File: src/rtl/wide_uart_seq_pkg.sv
// wide_uart_seq_pkg
// Shared definitions for the wide UART DUT sequencer:
//   - control-byte opcode values
//   - FSM state encoding
//   - bit positions of the response status byte and a helper to pack it
package wide_uart_seq_pkg;

  localparam logic [1:0] OP_PING       = 2'b00;
  localparam logic [1:0] OP_EXEC       = 2'b01;
  localparam logic [1:0] OP_EXEC_QUIET = 2'b10;
  localparam logic [1:0] OP_RSVD       = 2'b11;

  localparam int ST_ERR    = 7;
  localparam int ST_TMO    = 6;
  localparam int ST_TGT_HI = 5;
  localparam int ST_TGT_LO = 4;
  localparam int ST_SEQ_HI = 3;
  localparam int ST_SEQ_LO = 0;

  typedef enum logic [2:0] {
    S_IDLE,
    S_DECODE,
    S_START,
    S_WAIT_DONE,
    S_LOAD_TX,
    S_TX_REQ,
    S_TX_WAIT,
    S_ACK
  } state_t;

  function automatic logic [7:0] make_status(input logic       err,
                                             input logic       tmo,
                                             input logic [1:0] tgt,
                                             input logic [3:0] seq);
    logic [7:0] s;
    s = '0;
    s[ST_ERR]              = err;
    s[ST_TMO]              = tmo;
    s[ST_TGT_HI:ST_TGT_LO] = tgt;
    s[ST_SEQ_HI:ST_SEQ_LO] = seq;
    return s;
  endfunction

endpackage

File: src/rtl/wide_uart_seq_timer.sv
// wide_uart_seq_timer
// Loadable down-counter used as the DUT timeout timer. Saturates at zero.
// Ports:
//   clk, rst    clock, asynchronous active-high reset
//   load        load count with load_value (has priority over dec)
//   load_value  reload value
//   dec         decrement by one when non-zero
//   expired     count is zero
module wide_uart_seq_timer #(
  parameter int TIMER_BITS = 20
) (
  input  logic                  clk,
  input  logic                  rst,
  input  logic                  load,
  input  logic [TIMER_BITS-1:0] load_value,
  input  logic                  dec,
  output logic                  expired
);

  logic [TIMER_BITS-1:0] count;

  always_ff @(posedge clk or posedge rst) begin
    if (rst) begin
      count <= '0;
    end else if (load) begin
      count <= load_value;
    end else if (dec && (count != '0)) begin
      count <= count - TIMER_BITS'(1);
    end
  end

  assign expired = (count == '0);

endmodule

File: src/rtl/wide_uart_dut_sequencer.sv
// wide_uart_dut_sequencer
// Accepts host packets from the wide UART I/O block, decodes the control
// byte, runs one command on a DUT channel (with timeout), returns a status
// byte plus result data and then acknowledges the packet.
//
// Ports:
//   masterClock, reset          clock, asynchronous active-high reset
//   dataReceived/control/inputData   received packet from the UART block
//   clearDR                     packet acknowledge
//   transmit/transmitting       response request / UART busy handshake
//   hostStatus/hostData         response contents
//   dutStart/dutCommand/dutData one-hot start pulse and held operands
//   dutDone/dutResult           per-channel completion and flat result bus
//   busy                        high whenever the FSM is not idle
//
// Build option: define WIDE_UART_SEQ_LOOPBACK_EN to make opcode 11 a
// loopback echo; otherwise opcode 11 is answered with the error flag.
//
// state     | meaning
// ----------+-------------------------------------------------------------
// IDLE      | waiting for dataReceived; packet latched on the leaving edge
// DECODE    | classify opcode/target, prepare ping/error/loopback data
// START     | one-cycle dutStart pulse, timer reload
// WAIT_DONE | watch dutDone[target] against the timeout timer
// LOAD_TX   | register hostStatus/hostData, advance sequence number
// TX_REQ    | hold transmit until the UART reports transmitting
// TX_WAIT   | wait for the UART to finish transmitting
// ACK       | hold clearDR until dataReceived drops, then clear flags
module wide_uart_dut_sequencer
  import wide_uart_seq_pkg::*;
#(
  parameter int WIDTH          = 4,
  parameter int NUM_TARGETS    = 4,
  parameter int TIMEOUT_CYCLES = 1000000,
  parameter int TIMER_BITS     = $clog2(TIMEOUT_CYCLES + 1)
) (
  input  logic                          masterClock,
  input  logic                          reset,
  input  logic                          dataReceived,
  input  logic [7:0]                    control,
  input  logic [WIDTH*8-1:0]            inputData,
  output logic                          clearDR,
  output logic                          transmit,
  input  logic                          transmitting,
  output logic [7:0]                    hostStatus,
  output logic [WIDTH*8-1:0]            hostData,
  output logic [NUM_TARGETS-1:0]        dutStart,
  output logic [3:0]                    dutCommand,
  output logic [WIDTH*8-1:0]            dutData,
  input  logic [NUM_TARGETS-1:0]        dutDone,
  input  logic [NUM_TARGETS*WIDTH*8-1:0] dutResult,
  output logic                          busy
);

  localparam int W8 = WIDTH * 8;

  state_t          state, next_state;
  logic [7:0]      ctrl_q;
  logic [W8-1:0]   data_in_q;
  logic [W8-1:0]   result_q;
  logic            err_q, tmo_q;
  logic [3:0]      seq_q;

  logic [1:0]      opcode, tgt;
  logic            tgt_bad, done_sel, expired;
  logic            timer_load, timer_dec;
  logic [W8-1:0]   result_sel;

  assign opcode     = ctrl_q[7:6];
  assign tgt        = ctrl_q[5:4];
  assign tgt_bad    = (int'(tgt) >= NUM_TARGETS);
  // Only the addressed channel's done is observed; others are ignored.
  assign done_sel   = dutDone[tgt];
  assign result_sel = dutResult[int'(tgt)*W8 +: W8];

  wide_uart_seq_timer #(
    .TIMER_BITS(TIMER_BITS)
  ) u_timer (
    .clk       (masterClock),
    .rst       (reset),
    .load      (timer_load),
    .load_value(TIMER_BITS'(TIMEOUT_CYCLES)),
    .dec       (timer_dec),
    .expired   (expired)
  );

  always_ff @(posedge masterClock or posedge reset) begin
    if (reset) state <= S_IDLE;
    else       state <= next_state;
  end

  always_comb begin
    next_state = state;
    dutStart   = '0;
    clearDR    = 1'b0;
    busy       = (state != S_IDLE);
    timer_load = 1'b0;
    timer_dec  = 1'b0;
    case (state)
      S_IDLE:      if (dataReceived) next_state = S_DECODE;
      S_DECODE: begin
        case (opcode)
          OP_PING:                next_state = S_LOAD_TX;
          OP_EXEC, OP_EXEC_QUIET: next_state = tgt_bad ? S_LOAD_TX : S_START;
          OP_RSVD:                next_state = S_LOAD_TX;
        endcase
      end
      S_START: begin
        dutStart   = NUM_TARGETS'(1) << tgt;
        timer_load = 1'b1;
        next_state = S_WAIT_DONE;
      end
      S_WAIT_DONE: begin
        timer_dec = 1'b1;
        // Done on the expiry cycle takes priority over the timeout.
        if (done_sel)     next_state = (opcode == OP_EXEC_QUIET) ? S_ACK : S_LOAD_TX;
        else if (expired) next_state = S_LOAD_TX;
      end
      S_LOAD_TX:   next_state = S_TX_REQ;
      S_TX_REQ:    if (transmitting) next_state = S_TX_WAIT;
      S_TX_WAIT:   if (!transmitting) next_state = S_ACK;
      S_ACK: begin
        clearDR = 1'b1;
        if (!dataReceived) next_state = S_IDLE;
      end
      default:     next_state = S_IDLE;
    endcase
  end

  always_ff @(posedge masterClock or posedge reset) begin
    if (reset) begin
      ctrl_q     <= '0;
      data_in_q  <= '0;
      result_q   <= '0;
      err_q      <= 1'b0;
      tmo_q      <= 1'b0;
      seq_q      <= '0;
      hostStatus <= '0;
      hostData   <= '0;
      dutCommand <= '0;
      dutData    <= '0;
      transmit   <= 1'b0;
    end else begin
      // Registered so transmit rises one edge after TX_REQ is entered.
      transmit <= (state == S_TX_REQ) && !transmitting;
      case (state)
        S_IDLE: begin
          if (dataReceived) begin
            ctrl_q    <= control;
            data_in_q <= inputData;
          end
        end
        S_DECODE: begin
          case (opcode)
            OP_PING: result_q <= data_in_q;
            OP_EXEC, OP_EXEC_QUIET: begin
              if (tgt_bad) begin
                err_q    <= 1'b1;
                result_q <= '0;
              end
            end
            OP_RSVD: begin
`ifdef WIDE_UART_SEQ_LOOPBACK_EN
              result_q <= {data_in_q[W8-1:4], data_in_q[3:0] ^ ctrl_q[3:0]};
`else
              err_q    <= 1'b1;
              result_q <= '0;
`endif
            end
          endcase
        end
        S_START: begin
          dutCommand <= ctrl_q[3:0];
          dutData    <= data_in_q;
        end
        S_WAIT_DONE: begin
          if (done_sel) begin
            result_q <= result_sel;
          end else if (expired) begin
            tmo_q    <= 1'b1;
            result_q <= '0;
          end
        end
        S_LOAD_TX: begin
          hostStatus <= make_status(err_q, tmo_q, tgt, seq_q);
          hostData   <= result_q;
          seq_q      <= seq_q + 4'd1;
        end
        S_ACK: begin
          if (!dataReceived) begin
            err_q <= 1'b0;
            tmo_q <= 1'b0;
          end
        end
        default: ;
      endcase
    end
  end

endmodule

File: config.mk
export PLATFORM = sky130hd
export DESIGN_NAME = wide_uart_dut_sequencer
export DESIGN_NICKNAME = d
export VERILOG_FILES = /design/src/rtl/wide_uart_seq_pkg.sv /design/src/rtl/wide_uart_seq_timer.sv /design/src/rtl/wide_uart_dut_sequencer.sv
export SDC_FILE = /design/constraint.sdc
export NUM_CORES = 1
export LEC_CHECK = 0
export CAP_MARGIN = 20
export CORE_UTILIZATION = 35
export DETAILED_ROUTE_END_ITERATION = 8
export PLACE_DENSITY_LB_ADDON = 0.25
export SETUP_SLACK_MARGIN = 0.1
export SYNTH_ARGS = -nofsm -noshare
export SYNTH_HDL_FRONTEND = slang
export SYNTH_SLANG_ARGS = --single-unit
export TNS_END_PERCENT = 30
File: constraint.sdc
create_clock -name masterClock -period 16.5 [get_ports masterClock]
set_clock_uncertainty 0.05 [all_clocks]
set_input_delay 3.3 -clock masterClock [delete_from_list [all_inputs] [get_ports masterClock]]
set_output_delay 3.3 -clock masterClock [all_outputs]
set_load 0.03 [all_outputs]
==> results_dict.tcl, run 1 <==
set metrics [dict create \
    sequentialPowerShare 0.325 \
    drc_errors 0 \
    most_numerous_cell_in_the_yosys_netlist "sky130_fd_sc_hd__dfrtp_1" \
    synth-warning-count 0 \
    final.period_utilization 0.4081 \
    crit_path_end_kind "primary output" \
    critPathLaunchType "flop" \
    dp.final_hpwl_mm 17.93 \
    max_slew_headroom 0.2989 \
    design.final.nets 1168 \
    fp.dieH_microns 162.0 \
    setup-tns-final_ns 0 \
    crit_required_ns 13.15 \
    yosys_most_used_dff "sky130_fd_sc_hd__dfrtp_1" \
    period_needed_ns 6.733 \
    achievable-frequency_ghz 0.1485 \
    max-vdd-ir-drop_mv 0.07979 \
    antenna-diode-count 0 \
    synth_area_per_cell_sq_um 11.83 \
    ys_top_cells_by_count "sky130_fd_sc_hd__dfrtp_1 (178), sky130_fd_sc_hd__nand2_1 (124), sky130_fd_sc_hd__mux2_4 (70)" \
    slew_at_the_pin_closest_to_its_max_slew_limit_ns 1.052 \
    cts.repair.resized 0 \
    io_buffers 258 \
    clkSlewWorstSetupHoldPaths_ns 0.07 \
    clock_tree.root_cell "sky130_fd_sc_hd__clkbuf_16" \
    synth_fp_nets 939 \
    share_of_synthesized_registers_carrying_an_async_set_or_reset 1.000 \
    detailedRoute.firstIterationViolations 476 \
    timing.final.hold_violations 0 \
    power.switching_fraction 0.4062 \
    crit_type "reg2out" \
    static-leakage-power_nw 5.173 \
    first_global_vias 6875 \
    gr-usage-all-layers 0.2001 \
    result_of_the_run "finished, final reports clean" \
    flow.area_growth_from_synthesis_pct 37.67 \
    worstReg2RegStart "state[0]" \
    grt_residual_overflow 0 \
    comb_power_share 0.510 \
    synth.area.top_cells "sky130_fd_sc_hd__dfrtp_1 (50%), sky130_fd_sc_hd__mux2_4 (12%), sky130_fd_sc_hd__a221oi_1 (6.3%), sky130_fd_sc_hd__mux2_2 (5.5%), sky130_fd_sc_hd__nand2_1 (5.2%)" \
    clock_tree_from_tritoncts "built" \
    netSwitchingPower_w 0.0009928 \
    die_width_microns 162.0 \
    first_pass_iters 4 \
    slew_violations 0 \
    number_of_maximum_capacitance_constraint_violations 0 \
    wire_length_of_the_first_global_routing_pass_mm 40.10 \
    cell_internal_pwr_w 0.001451 \
    p_clk_frac 0.164 \
    cell_count_after_synthesis 758 \
    detail_route.wl_per_cell_microns 19.65 \
    floorplan.rows 58 \
    min_path_type "reg2reg" \
    synthesis.area_sq_mm 0.008965 \
    cts_num_sinks 178 \
    floorplan.die_area_sq_mm 0.02626 \
    detail_route.wirelength_mm 26.14 \
    setup_viol 0 \
    clock_path_buffers 2 \
    reg2reg_setup_slack_ns 13.63 \
    post_cts_setup_inserts 0 \
    final_layout_size_suffix_gt1_frac 0.1820 \
    synthDistinctLibCells 58 \
    depth_of_the_worst_register_to_register_path 4 \
    synth_seq_area_share 0.4969 \
    place_congestion 0.8178 \
    antenna_found_initial 0 \
    finalHoldWorstSlack_ns 0.4208 \
    synth_top_area_frac 0.4969 \
    routed_via_density 5.186 \
    synth-edff-count 0 \
    dr_total_vias 6897 \
    drt.antenna.violating_nets 0 \
    worstSetupEndpoint "dutStart[2]" \
    core_region_area_sq_mm 0.02518 \
    holdBufCountCts 0 \
    cp_max_fo 43 \
    cts.htree.levels 4 \
    r2r-end "data_in_q[15]" \
    ys_ff_latch 178 \
    critical_path_at_ns 3.38 \
    num_io_pins 259 \
    powerDensity_mw_per_mm2 198.0 \
    synth_top_cell_by_area "sky130_fd_sc_hd__dfrtp_1" \
    cts-buffers-inserted 17 \
    initial_util 0.3560 \
    setup_repair_after_global_routing_missed_its_margin "no" \
    cp-startpoint "state[1]" \
    grt_max_degree 104 \
    clock_insertion_delay_worst_skew_ns 0.43 \
]
[power by group through the flow]
stage	sequential (W)	clock, W	combinational, W
2_1_floorplan	0.000917	0	0.000723
3_3_place_gp	0.000795	0	0.00124
3_5_place_dp	0.000803	0	0.00126
4_1_cts	0.000797	0.000413	0.00126
5_1_grt	0.000824	0.000429	0.00134
6_report	0.000795	0.000402	0.00125
[area by class of cell]
cell class	instances	area [sq um]
well taps	330	412.9
fillers	2309	12840
flip-flops and latches	178	4456
multi-input cells	510	4160
clock inverters	13	137.6
clock buffers	19	452.9
inverters	10	42.54
repair buffers	270	2680
[sequential cells by signal, summed over array words and instances (netlist names), 8 cells and up]
| signal | count |
|---|---|
| ctrl_q | 8 |
| data_in_q | 32 |
| dutData | 32 |
| hostData | 32 |
| hostStatus | 8 |
| result_q | 32 |
| u_timer.count | 20 |
[per-stage QoR]
stage	worst slack, ns	total power (W)	std cells	cell area [sq um]	utilization
floorplan	8.320	0.001640	758	8965	-
global placement	10.25	0.002039	1297	11740	0.4661
detailed placement	10.17	0.002060	1298	11750	0.4667
CTS	9.723	0.002474	1330	12340	0.4901
global route	9.540	0.002593	1330	12340	0.4901
finish	9.767	0.002444	1330	12340	0.4901
[kinds of logic after synthesis]
| kind of cell | after synthesis | synth area share |
|---|---|---|
| and+or+nand+nor | 243 | 0.1439 |
| DFF | 178 | 0.4969 |
| muxes | 124 | 0.1851 |
| AOI/OAI and AO/OA | 135 | 0.1223 |
| adders and majority gates | 5 | 0.006978 |
| buffers and inverters | 70 | 0.04201 |
| xor gates and xnor gates | 3 | 0.002931 |
[how the worst min path moves through the flow]
stage                      startpoint             to  slack [ns]  cells after the start
after floorplan             ctrl_q[0]  dutCommand[0]        0.39                      2
after global placement     dutData[2]     dutData[2]        0.41                      2
after detailed placement    ctrl_q[1]  dutCommand[1]        0.40                      2
after CTS                    seq_q[3]       seq_q[3]        0.43                      1
after global routing        ctrl_q[3]  dutCommand[3]        0.45                      2
final                     dutData[12]    dutData[12]        0.42                      2
[cells in the final DEF, fill, tap and decap left out, types with 3 or more instances in the layout]
| cell | instances |
|---|---|
| sky130_fd_sc_hd__o21ai_0 | 9 |
| sky130_fd_sc_hd__nor2_1 | 14 |
| sky130_fd_sc_hd__mux2_2 | 44 |
| sky130_fd_sc_hd__nand2b_1 | 6 |
| sky130_fd_sc_hd__or3_1 | 5 |
| sky130_fd_sc_hd__clkinv_4 | 4 |
| sky130_fd_sc_hd__ha_1 | 5 |
| sky130_fd_sc_hd__nand3b_1 | 35 |
| sky130_fd_sc_hd__mux2i_1 | 9 |
| sky130_fd_sc_hd__a21oi_1 | 5 |
| sky130_fd_sc_hd__nand3_1 | 7 |
| sky130_fd_sc_hd__nand2_1 | 123 |
| sky130_fd_sc_hd__inv_8 | 4 |
| sky130_fd_sc_hd__nor4_1 | 7 |
| sky130_fd_sc_hd__and3_1 | 4 |
| sky130_fd_sc_hd__nor3_1 | 6 |
| sky130_fd_sc_hd__clkbuf_16 | 17 |
| sky130_fd_sc_hd__a221oi_1 | 64 |
| sky130_fd_sc_hd__buf_4 | 11 |
| sky130_fd_sc_hd__and2_1 | 3 |
| sky130_fd_sc_hd__nor3_2 | 3 |
| sky130_fd_sc_hd__a211oi_1 | 4 |
| sky130_fd_sc_hd__inv_1 | 8 |
| sky130_fd_sc_hd__inv_6 | 3 |
| sky130_fd_sc_hd__nor3_4 | 3 |
| sky130_fd_sc_hd__nand4_1 | 4 |
| sky130_fd_sc_hd__dfrtp_1 | 177 |
| sky130_fd_sc_hd__o31ai_1 | 38 |
| sky130_fd_sc_hd__clkdlybuf4s50_1 | 258 |
| sky130_fd_sc_hd__nor2b_1 | 4 |
| sky130_fd_sc_hd__mux2_4 | 70 |
[worst max-delay path, cell delays in order (launching register included)]
cell	delay [ns]
sky130_fd_sc_hd__dfrtp_1	0.73
sky130_fd_sc_hd__nor2b_1	0.43
sky130_fd_sc_hd__and2_2	0.86
sky130_fd_sc_hd__and3_1	0.26
sky130_fd_sc_hd__clkdlybuf4s50_1	0.67
[layer usage]
metal,GRT usage,share of wire,vias to the layer above
met3,0.03958,0.055,19
met1,0.2665,0.45,3406
met4,0.05532,0.012,0
met2,0.3303,0.48,193
li1,-,-,3279
met5,0,0,-
Note: power is estimated with default switching activity, not from simulation.
==> run 2, diff against run 1 <==
Clock period 16.5 ns to 6.82 ns, I/O delays scaled along.
==> run 2 against run 1 <==
  * Critical path depth stayed put
  * Worst setup slack got worse by 7.8 ns
  * Non-clock buffer count up 1
  * Largest power group unchanged
  * Highest routed layer unchanged
==> results_dict.tcl, run 2 (synthesis results as in run 1) <==
set metrics [dict create \
    reg2reg_setup_slack_ns 3.94 \
    first_pass_iters 5 \
    period_needed_ns 4.833 \
    crit_required_ns 5.41 \
    cp-startpoint "state[1]" \
    routed_via_density 5.269 \
    timing.critical_path.cells "nor2b_1, and2_2, and3_1, clkdlybuf4s50_1" \
    worstSetupEndpoint "dutStart[3]" \
    clock_tree.root_cell "sky130_fd_sc_hd__clkbuf_16" \
    achievable-frequency_ghz 0.2069 \
    critPathLaunchType "flop" \
    result_of_the_run "finished, final reports clean" \
    sequentialPowerShare 0.325 \
    clkSlewWorstSetupHoldPaths_ns 0.07 \
    die_width_microns 162.0 \
    critical-path-slowest-cell "sky130_fd_sc_hd__and2_2" \
    detail_route.wl_per_cell_microns 19.78 \
    fp.dieH_microns 162.0 \
    powerDensity_mw_per_mm2 480.0 \
    netSwitchingPower_w 0.002418 \
    detailedRoute.firstIterationViolations 351 \
    core_region_area_sq_mm 0.02518 \
    clock_path_buffers 2 \
    drt.antenna.violating_nets 0 \
    critical_path_cell_count 4 \
    routed-wl-met3_mm 1.546 \
    slew_at_the_pin_closest_to_its_max_slew_limit_ns 1.061 \
    final_layout_size_suffix_gt1_frac 0.1828 \
    first_global_vias 6936 \
    cp_max_fo 43 \
    family_with_the_most_delay_on_the_worst_path "simple AND/OR/NAND/NOR gates" \
    timing.final.hold_violations 0 \
    cts-buffers-inserted 17 \
    number_of_maximum_capacitance_constraint_violations 0 \
    critical_path_at_ns 3.42 \
    crit_path_end_kind "primary output" \
    dp.final_hpwl_mm 17.98 \
    gr-usage-all-layers 0.2010 \
    critPathBufInv 1 \
    dr.max_layer_used "met4" \
    max_stage_delay_ns 0.88 \
    clock_insertion_delay_worst_skew_ns 0.43 \
    cts.repair.resized 0 \
    power.switching_fraction 0.4074 \
    dr_total_vias 7018 \
    worstReg2RegStart "state[0]" \
    routed-wl-met2_mm 12.52 \
    comb_power_share 0.511 \
    final.period_utilization 0.7087 \
    depth_of_the_worst_register_to_register_path 4 \
    setup_repair_after_global_routing_missed_its_margin "no" \
    static-leakage-power_nw 5.182 \
    flow.area_growth_from_synthesis_pct 37.92 \
    grt_residual_overflow 0 \
    wire_length_of_the_first_global_routing_pass_mm 40.17 \
    leading_cell_type_in_the_layout_fill_and_taps_excluded "sky130_fd_sc_hd__clkdlybuf4s50_1" \
    postLayoutCoreUtil 0.4910 \
    io_buffers 258 \
    grt_max_degree 73 \
    finalPower_w 0.005936 \
    place_congestion 0.8176 \
    setup-tns-final_ns 0 \
    holdBufCountCts 0 \
    p_clk_frac 0.164 \
    post_cts_setup_inserts 0 \
    initial_util 0.3560 \
    crit_type "reg2out" \
    cts.htree.levels 4 \
    setup_viol 0 \
    mostFrequentLayoutCells "sky130_fd_sc_hd__clkdlybuf4s50_1 (258), sky130_fd_sc_hd__dfrtp_1 (177), sky130_fd_sc_hd__nand2_1 (123)" \
    m1WireLength_mm 11.92 \
    num_io_pins 259 \
    max-vdd-ir-drop_mv 0.2031 \
    drc_errors 0 \
    floorplan.die_area_sq_mm 0.02626 \
    max_slew_headroom 0.2928 \
    clock_tree_from_tritoncts "built" \
    slew_violations 0 \
    min_path_type "reg2reg" \
    antenna_found_initial 0 \
    floorplan.rows 58 \
    cts_num_sinks 178 \
    detail_route.wirelength_mm 26.35 \
    design.final.nets 1169 \
    cell_internal_pwr_w 0.003517 \
    r2r-end "data_in_q[21]" \
]
-- run 2: tightest hold or removal path: cells and delay by family (launching register included) --
kind | cells | cell delay, ns
and+or+nand+nor | 2 | 0.11
DFF | 1 | 0.34
-- run 2: stage by stage --
stage	worst slack [ns]	cells	hold slack, ns	cell area, sq um
2_1_floorplan	0.5757	758	0.3889	8965
3_3_place_gp	2.522	1298	0.4069	11740
3_5_place_dp	2.437	1299	0.4099	11770
4_1_cts	1.965	1331	0.4284	12360
5_1_grt	1.770	1331	0.4489	12360
6_report	1.987	1332	0.4245	12360
-- run 2: routing by layer --
| layer | global-route usage | up-vias |
|---|---|---|
| li1 | - | 3283 |
| met1 | 0.2686 | 3516 |
| met2 | 0.3246 | 197 |
| met3 | 0.04852 | 22 |
| met4 | 0.05489 | 0 |
| met5 | 0 | - |
-- run 2: area by class of cell --
class,count,area [sq um]
Tap cell,330,412.9
Clock buffer,19,452.9
Timing Repair Buffer,271,2700
Multi-Input combinational cell,510,4160
Antenna cell,1,2.502
Fill cell,2275,12820
Sequential cell,178,4456
Clock inverter,13,137.6
Inverter,10,42.54
-- run 2: power groups by stage --
| stage | registers [W] | logic [W] | clock network (W) |
|---|---|---|---|
| 2_1_floorplan | 0.00222 | 0.00175 | 0 |
| 3_3_place_gp | 0.00192 | 0.00301 | 0 |
| 3_5_place_dp | 0.00194 | 0.00306 | 0 |
| 4_1_cts | 0.00192 | 0.00307 | 0.000996 |
| 5_1_grt | 0.00199 | 0.00325 | 0.00105 |
| 6_report | 0.00193 | 0.00303 | 0.000974 |
-- run 2: worst min path at each step --
| stage | from | endpoint | slack, ns | depth (start not counted) |
|---|---|---|---|---|
| detailed placement | ctrl_q[1] | dutCommand[1] | 0.41 | 2 |
| finish | dutData[10] | dutData[10] | 0.42 | 2 |
| floorplan | ctrl_q[0] | dutCommand[0] | 0.39 | 2 |
| global route | seq_q[3] | seq_q[3] | 0.45 | 1 |
| CTS | dutData[18] | dutData[18] | 0.43 | 2 |
| global placement | dutData[10] | dutData[10] | 0.41 | 2 |
==> RTL edit 1 (settings of run 2) <==
Encoding of `state_t`: now one-hot (8 bits for 8 states).
--- a/src/rtl/wide_uart_seq_pkg.sv
+++ b/src/rtl/wide_uart_seq_pkg.sv
@@ -17,15 +17,15 @@
   localparam int ST_SEQ_HI = 3;
   localparam int ST_SEQ_LO = 0;
 
-  typedef enum logic [2:0] {
-    S_IDLE,
-    S_DECODE,
-    S_START,
-    S_WAIT_DONE,
-    S_LOAD_TX,
-    S_TX_REQ,
-    S_TX_WAIT,
-    S_ACK
+  typedef enum logic [7:0] {
+    S_IDLE      = 8'b00000001,
+    S_DECODE    = 8'b00000010,
+    S_START     = 8'b00000100,
+    S_WAIT_DONE = 8'b00001000,
+    S_LOAD_TX   = 8'b00010000,
+    S_TX_REQ    = 8'b00100000,
+    S_TX_WAIT   = 8'b01000000,
+    S_ACK       = 8'b10000000
   } state_t;
 
   function automatic logic [7:0] make_status(input logic       err,
Check against the original RTL: no difference found for any inputs over 4 cycles, from zero or initial values and one cycle with reset high; so few cycles prove little.
==> RTL edit 1 against run 2 <==
Cell area decreased by 1.6%; critical endpoint is now dutStart[2]; sequential cell count up 5; combinational power fell by 19%; routed wire length down 12%; final cell count decreased by 6.1%; power down 11%; setup slack gained 0.055 ns; sequential share of layout area is 1.6 points higher; synthesized area fell by 2.8%; clock power decreased by 2.8%.
==> RTL edit 1: results <==
set metrics [dict create \
    drive_gt1_frac 0.232 \
    status "finished, final reports clean" \
    drt-initial-drc-count 270 \
    ir_drop_v 0.000188 \
    grt_max_degree 84 \
    dp.cells 1218 \
    r2r-start "u_timer.count[2]" \
    min_to "dutCommand[1]" \
    synth_nets 855 \
    place_area_mm2 0.0116 \
    relSlewSlack 0.312 \
    crit_end "dutStart[2]" \
    holdCritStartpoint "ctrl_q[1]" \
    fin_area_mm2 0.0122 \
    post_drt_wl_per_cell_um 18.5 \
    r2r_cells 6 \
    swShare 0.383 \
    synth_seq_area_share 0.526 \
    dp_hpwl_mm 15.9 \
    nNetsFinal 1094 \
    synth_common_cells "dfrtp_1 (182), nand2_1 (119), mux2_2 (81)" \
    grt_pass1_vias 6673 \
    track_usage 0.188 \
    yosys-top-cells-area "dfrtp_1 (52%), mux2_2 (10%), mux4_2 (8.5%), mux2_4 (5.2%), nand2_1 (5.1%)" \
    via_count 6351 \
    r2r-end "result_q[30]" \
    fin_cells 1251 \
    worstPathArrival_ns 3.36 \
    grt_pass1_wl_mm 37.2 \
    reg2reg_setup_slack_ns 3.51 \
]
[RTL edit 1: cell types whose count changed in the layout (fill, tap and decap cells not counted), moves of 6 or more]
| cell | delta |
|---|---|
| o31ai_1 | -35 |
| nand3b_1 | -35 |
| mux4_2 | +32 |
| mux2i_1 | -7 |
| nor4_2 | +8 |
| mux2_4 | -40 |
| nand2b_1 | -6 |
| a221oi_1 | -64 |
| mux2_2 | +37 |
| a32o_1 | +32 |
| xnor2_1 | +8 |
[RTL edit 1: cell type report]
type | instances | share of cell area
antenna | 1 | 0.000206
clock buffer | 17 | 0.0350
clock inverter | 15 | 0.0111
inverter | 8 | 0.00288
multi-input combinational | 433 | 0.320
sequential | 183 | 0.377
tap | 324 | 0.0333
timing repair buffer | 270 | 0.221
[RTL edit 1: power by group through the flow]
stage	registers (W)	clock network (W)	logic [W]
after floorplan	0.00218	0	0.00135
after global placement	0.00193	0	0.00244
after detailed placement	0.00194	0	0.00246
after CTS	0.00193	0.000976	0.00247
after global routing	0.00199	0.00102	0.00262
final	0.00192	0.000947	0.00244
[RTL edit 1: logic make-up after synthesis]
family | Yosys count | synth area share
and+or+nand+nor | 200 | 0.114
DFF | 183 | 0.526
muxes | 148 | 0.247
AOI/OAI and AO/OA | 66 | 0.0631
buffers and inverters | 58 | 0.0294
xor gates and xnor gates | 14 | 0.0141
adders and majority gates | 5 | 0.00718
[RTL edit 1: metal layers]
layer / global-route usage / part of all wire
met3: 0.0494 / 0.074
met4: 0.0529 / 0.013
met5: 0 / 0
met1: 0.239 / 0.42
met2: 0.316 / 0.49
[RTL edit 1: tightest hold or removal path, delay by kind of cell, from the launching register on]
kind	cells	cell delay, ns
DFF	1	0.34
and+or+nand+nor	2	0.10
==> RTL edit 2 (settings of run 2) <==
Made on the original files. Add a define of `WIDE_UART_SEQ_LOOPBACK_EN`.
--- a/src/rtl/wide_uart_dut_sequencer.sv
+++ b/src/rtl/wide_uart_dut_sequencer.sv
@@ -26,6 +26,8 @@
 // TX_REQ    | hold transmit until the UART reports transmitting
 // TX_WAIT   | wait for the UART to finish transmitting
 // ACK       | hold clearDR until dataReceived drops, then clear flags
+`define WIDE_UART_SEQ_LOOPBACK_EN
+
 module wide_uart_dut_sequencer
   import wide_uart_seq_pkg::*;
 #(
Check against the original RTL: not equivalent (a bounded check fails within 4 cycles, from zero or initial values and one cycle with reset high).
==> RTL edit 2 against run 2 <==
Cell area is 3.5% lower; sequential share of layout area grew 0.89 points; fmax grew 20%; routed wire length shrank 14%; synthesized area decreased by 5.0%; sequential cell count is 2 lower; setup slack better by 0.80 ns; non-clock buffer count shrank 3; power fell by 7.9%.
==> RTL edit 2: results <==
set metrics [dict create \
    status "finished, final reports clean" \
    dp_hpwl_mm 15.8 \
    synth_common_cells "nand2_1 (192), dfrtp_1 (176), mux2_2 (82)" \
    drive_gt1_frac 0.206 \
    crit_family "buffers and inverters" \
    grt_pass1_wl_mm 35.5 \
    fmax_ghz 0.248 \
    r2r_cells 7 \
    ir_drop_v 0.000190 \
    post_drt_wl_per_cell_um 17.6 \
    use_met2 0.317 \
    met3_usage 0.0446 \
    holdCritStartpoint "dutData[6]" \
    worstPathArrival_ns 4.28 \
    synth_nets 900 \
    track_usage 0.188 \
    p_leak_nw 5.12 \
    critPathKind "input port to flip-flop" \
    synth_compound_area_frac 0.0269 \
    cpPeakStageDelay_ns 0.75 \
    min_to "dutData[6]" \
    pre_cts_ws_ns 2.30 \
    yosys-top-cells-area "dfrtp_1 (52%), mux2_2 (11%), mux4_2 (8.7%), nand2_1 (8.5%), mux2_4 (5.1%)" \
    top_layer "met5" \
    nNetsFinal 1141 \
    io_buffers 257 \
    holdWs_ns 0.423 \
    drt-initial-drc-count 257 \
    worstSetupStartpoint "dutDone[2]" \
    gr-usage-met1 0.240 \
    synth_seq_area_share 0.517 \
    worst_path_max_delay_cell "a21oi_4" \
    relSlewSlack 0.387 \
    antenna_cells 0 \
    place_congestion 0.761 \
    wl_met1_mm 9.95 \
    r2r-end "result_q[11]" \
]
RTL edit 2: cell types whose count changed after synthesis, sizes merged, moves of 5 or more:
cell / delta
nand2: +69
a221oi: -64
o31ai: -37
nand3b: -34
mux4: +32
nand3: +26
xnor2: +12
buf: -7
clkbuf: -7
nor2b: -6
nor3: -5
RTL edit 2: cell families after synthesis:
kind of cell / after synthesis
xor+xnor: 19
mux: 150
other cells: 1
fa+ha+maj: 5
buf+inv: 53
simple gates: 280
flops: 176
compound gates: 35
RTL edit 2: cell type report:
type / instances / area, um2
fill: 2187 / 11800
sequential: 176 / 4410
multi-input combinational: 490 / 3860
timing repair buffer: 268 / 2660
clock buffer: 21 / 470
tap: 319 / 399
clock inverter: 11 / 106
inverter: 7 / 31.3
RTL edit 2: report_power, final:
part	total (W)	internal, W	leakage [nW]	switching, W
clock	0.000955	0.000536	0.276	0.000419
combinational	0.00265	0.00129	2.68	0.00137
sequential	0.00186	0.00152	2.16	0.000341
